`config.mk`:
```
export PLATFORM = sky130hd
export DESIGN_NAME = tribus_arbiter
export DESIGN_NICKNAME = d
export VERILOG_FILES = /design/src/rtl/tribus_arbiter.sv
export SDC_FILE = /design/constraint.sdc
export NUM_CORES = 1
export LEC_CHECK = 0
export ABC_AREA = 1
export CAP_MARGIN = 10
export CELL_PAD_IN_SITES_DETAIL_PLACEMENT = 0
export CELL_PAD_IN_SITES_GLOBAL_PLACEMENT = 1
export CORE_MARGIN = 10
export CORE_UTILIZATION = 37
export DETAILED_ROUTE_END_ITERATION = 8
export GPL_ROUTABILITY_DRIVEN = 0
export GPL_TIMING_DRIVEN = 0
export HOLD_SLACK_MARGIN = 0.03
export PLACE_DENSITY_LB_ADDON = 0.1
export SLEW_MARGIN = 10
export SYNTH_ARGS = -nofsm -noshare
export SYNTH_HDL_FRONTEND = slang
export SYNTH_SLANG_ARGS = --single-unit
```
`constraint.sdc`:
```
create_clock -name clk -period 4.3 [get_ports clk]
set_clock_uncertainty 0.2 [all_clocks]
set_input_delay 0.86 -clock clk [delete_from_list [all_inputs] [get_ports clk]]
set_output_delay 0.86 -clock clk [all_outputs]
set_load 0.05 [all_outputs]
```
`src/rtl/tribus_arbiter.sv`:
```
// ============================================================================
// Module  : tribus_arbiter
// Purpose : Round-robin owner of a shared tri-state bus: one-hot Buffer enables,
//           a hold limit, an all-off turnaround cycle and capture of the bus value.
// Revision: 1.0 - initial release
// ============================================================================
`default_nettype none

module tribus_arbiter #(
  parameter int DW       = 8,
  parameter int N        = 4,
  parameter int MAX_HOLD = 8
) (
  input  logic                 clk,
  input  logic                 rst_n,
  input  logic [N-1:0]         i_req,
  input  logic [DW-1:0]        i_bus_in,
  output logic [N-1:0]         o_en,
  output logic [$clog2(N)-1:0] o_owner,
  output logic                 o_busy,
  output logic [DW-1:0]        o_data_q,
  output logic [$clog2(N)-1:0] o_data_src,
  output logic                 o_data_valid
);

  localparam int c_OW = $clog2(N);
  localparam int c_HW = (MAX_HOLD > 1) ? $clog2(MAX_HOLD) : 1;
  localparam logic [c_HW-1:0] c_HOLD_LAST = c_HW'(MAX_HOLD - 1);

  localparam logic [1:0] c_IDLE  = 2'd0;
  localparam logic [1:0] c_GRANT = 2'd1;
  localparam logic [1:0] c_TURN  = 2'd2;

  logic [1:0]      r_state;
  logic [N-1:0]    r_en;
  logic [c_OW-1:0] r_owner;
  logic [c_OW-1:0] r_last;
  logic [c_HW-1:0] r_hold_cnt;
  logic            r_busy;
  logic [DW-1:0]   r_data_q;
  logic [c_OW-1:0] r_data_src;
  logic            r_data_valid;

  logic [c_OW-1:0] w_winner;
  logic            w_found;
  logic [c_OW:0]   w_sum;
  logic            w_other;
  logic            w_release;

  // Scan last+1 .. last+N so the previous owner is considered only as the final candidate.
  always_comb begin
    w_winner = r_last;
    w_found  = 1'b0;
    w_sum    = '0;
    for (int k = 1; k <= N; k++) begin
      w_sum = {1'b0, r_last} + (c_OW + 1)'(k);
      if (w_sum >= (c_OW + 1)'(N)) begin
        w_sum = w_sum - (c_OW + 1)'(N);
      end
      if (!w_found && i_req[w_sum[c_OW-1:0]]) begin
        w_winner = w_sum[c_OW-1:0];
        w_found  = 1'b1;
      end
    end
  end

  assign w_other   = |(i_req & ~r_en);
  assign w_release = !i_req[r_owner] || ((r_hold_cnt == c_HOLD_LAST) && w_other);

  always_ff @(posedge clk or negedge rst_n) begin
    if (!rst_n) begin
      r_state      <= c_IDLE;
      r_en         <= '0;
      r_owner      <= '0;
      r_last       <= c_OW'(N - 1);
      r_hold_cnt   <= '0;
      r_busy       <= 1'b0;
      r_data_q     <= '0;
      r_data_src   <= '0;
      r_data_valid <= 1'b0;
    end else begin
      r_data_valid <= 1'b0;
      case (r_state)
        c_IDLE, c_TURN: begin
          if (|i_req) begin
            r_state    <= c_GRANT;
            r_en       <= N'(1) << w_winner;
            r_owner    <= w_winner;
            r_hold_cnt <= '0;
            r_busy     <= 1'b1;
          end else begin
            r_state <= c_IDLE;
          end
        end
        c_GRANT: begin
          r_data_q     <= i_bus_in;
          r_data_src   <= r_owner;
          r_data_valid <= 1'b1;
          if (w_release) begin
            r_state <= c_TURN;
            r_en    <= '0;
            r_last  <= r_owner;
            r_busy  <= 1'b0;
          end else if (r_hold_cnt != c_HOLD_LAST) begin
            r_hold_cnt <= r_hold_cnt + 1'b1;
          end
        end
        default: begin
          r_state <= c_IDLE;
          r_en    <= '0;
          r_busy  <= 1'b0;
        end
      endcase
    end
  end

  assign o_en         = r_en;
  assign o_owner      = r_owner;
  assign o_busy       = r_busy;
  assign o_data_q     = r_data_q;
  assign o_data_src   = r_data_src;
  assign o_data_valid = r_data_valid;

endmodule

`default_nettype wire

```
==> results.json <==
{
  "port_buffers": 31,
  "grt_usage": 0.1070,
  "crit_slowest_cell": "clkdlybuf4s50_1",
  "cts_made_buffers": 3,
  "max_cap_viol_count": 0,
  "clock_path_buffers": 2,
  "routedWlPerCell_um": 12.67,
  "leakagePower_nw": 0.9247,
  "dieArea_sq_mm": 0.006379,
  "critPathRequiredTime_ns": 3.24,
  "antenna_cells": 0,
  "rsz0062_at_grt": "no",
  "clk_latency_ns": 0.33,
  "start_kind": "register",
  "slew_viol_final": 0,
  "holdBufCountCts": 0,
  "ys_seq_area_frac": 0.4736,
  "final_cell_mix": "nand2_1, clkdlybuf4s50_1, dfrtp_1",
  "path_class": "register to output port",
  "regArea_sq_um": 628.1,
  "die_height_um": 79.87,
  "fill_cells": 346,
  "rr_endpoint": "o_owner[1]$_DFFE_PN0N_",
  "slew_headroom": 0.6336,
  "clk_pin_slew_worst_paths_ns": 0.16,
  "arrival_ns": 1.59,
  "crit_buf_inv": 1,
  "grt_max_degree": 26,
  "drive_gt1_frac": 0.1023,
  "io_pins": 32,
  "start_util": 0.3913,
  "worst-path-max-fanout": 5,
  "worst_slew_pin_slew_ns": 0.5496,
  "syn2layout_area_growth_pct": 29.72,
  "setup_viol": 0,
  "overflow": 0,
  "wirelength_mm": 3.308,
  "crit_family": "buffers and inverters",
  "ctsResizeCount": 0,
  "multi_input_area_sq_um": 615.6,
  "synth_warnings": 0,
  "row_count": 21,
  "fin_nets": 232,
  "period_share": 0.6161,
  "firstDrtPassIters": 4,
  "endpoint_kind": "output port",
  "antenna_found_initial": 0,
  "cts_num_sinks": 25,
  "fin_crit_ns": 2.649,
  "cts_tree": "built",
  "hp-class": "input port to asynchronous set/reset pin",
  "routed-via-count": 1219,
  "status": "complete, no violations",
  "netlist_instances": 180,
  "root_buffer": "clkbuf_4",
  "syn-num-nets": 196,
  "reg2regPathDepth": 12,
  "avgSynthCellArea_sq_um": 7.368,
  "critical_path.cell_chain": "clkdlybuf4s50_1",
  "pwr_density_cell_mw_per_mm2": 895.5,
  "post_cts_buffers": 0,
  "grt_pass1_vias": 1203,
  "syn_area_sq_mm": 0.001326,
  "drc": 0,
  "core_sq_mm": 0.003390,
  "drtIter0Drc": 81,
  "grt_first_pass_wirelength_mm": 5.547,
  "max_freq_ghz": 0.3775,
  "peakVddDrop_mv": 0.3463,
  "ys_ff_latch": 25,
  "layout_commonest_cell": "nand2_1",
  "dp_hpwl_mm": 2.660,
  "postLayoutSetupSlackWorst_ns": 1.651,
  "htreeDepth": 1,
  "crit_path_start": "o_owner[0]$_DFFE_PN0N_",
  "routed_via_density": 4.670,
  "max_stage_delay_ns": 0.83,
  "dieWidth_um": 79.87,
  "synth_cell_types": 21,
  "rr_startpoint": "r_last[0]$_DFFE_PN1P_",
  "tns_ns": 0,
  "r2r_setup_slack_ns": 2.41,
  "hold_viol": 0,
  "ant_nets": 0,
  "pre_cts_ws_ns": 1.655
}
==> cell usage after synthesis <==
master     n  area, sq um
o22ai_1    3        18.77
inv_4      1        6.260
buf_6      1        11.26
inv_2      2        7.510
nor2_2     1        6.260
o21ai_0   10        50.05
nand2_1   90        337.8
nand3b_1   1        7.510
o21ai_1    1        5.000
nand3_4    1        17.52
nand3_1   11        55.05
nor2_1     7        26.28
nand2_4    2        22.52
dfstp_2    2        52.55
ha_1       2        25.02
nand2_2    6        37.54
buf_2      1        5.000
inv_1     13        48.80
clkbuf_1   1        3.750
dfrtp_1   23        575.6
nand4_1    1        6.260
==> layer usage <==
layer | GRT usage | wire, um | vias up
met5 | 0 | 0 | -
met4 | 0.02465 | 10 | 0
met3 | 0.03491 | 222 | 2
met2 | 0.1780 | 1553 | 27
met1 | 0.1305 | 1522 | 560
li1 | - | - | 630
==> flip-flops by register name, summed over array words and instances (netlist names), 2 cells and up <==
name	count
o_owner	2
r_hold_cnt	3
o_data_q	8
o_en	4
o_data_src	2
r_last	2
r_state	2
==> report_power, final <==
part           total, mW  switching, mW  leakage [nW]  internal [mW]
clock network      0.115         0.0774        0.0183         0.0379
registers          0.409         0.0648         0.310          0.344
logic               1.02          0.701         0.596          0.316
==> metrics by stage <==
| step | power [mW] | hold WS (ns) | cell area [sq um] | util | instances |
|---|---|---|---|---|---|
| detailed placement | 1.444 | 0.2664 | 1694 | 0.4998 | 257 |
| global route | 1.673 | 0.3071 | 1720 | 0.5076 | 261 |
| floorplan | 1.137 | 0.2459 | 1326 | - | 180 |
| CTS | 1.562 | 0.3031 | 1725 | 0.5090 | 261 |
| finish | 1.541 | 0.2813 | 1720 | 0.5076 | 261 |
| global placement | 1.410 | 0.2527 | 1694 | 0.4998 | 257 |
==> final cells by class <==
cell class / count / share of cell area
clock inverter: 1 / 0.005091
clock buffer: 3 / 0.01309
timing repair buffer: 31 / 0.1775
sequential: 25 / 0.3651
multi-input combinational: 136 / 0.3578
tap: 46 / 0.03345
inverter: 16 / 0.03636
buffer: 3 / 0.01164
==> cell families after synthesis <==
family,count (synthesis),share of synthesized area
flip-flops,25,0.4736
AO/OA/AOI/OAI,14,0.05566
adder cells (fa/ha/maj),2,0.01886
AND/OR/NAND/NOR,120,0.3896
buffers and inverters,19,0.06226
==> how the worst max path moves through the flow <==
stage,endpoint,slack [ns],depth (start not counted)
6_report,o_owner[0],1.65,1
3_5_place_dp,r_hold_cnt[0]$_DFFE_PN0P_,1.65,8
2_1_floorplan,o_en[0]$_DFFE_PN0P_,2.40,7
3_3_place_gp,r_hold_cnt[0]$_DFFE_PN0P_,1.66,8
5_1_grt,o_owner[0],1.59,1
4_1_cts,o_owner[0],1.64,1
Note: power is estimated with default switching activity, not from simulation.
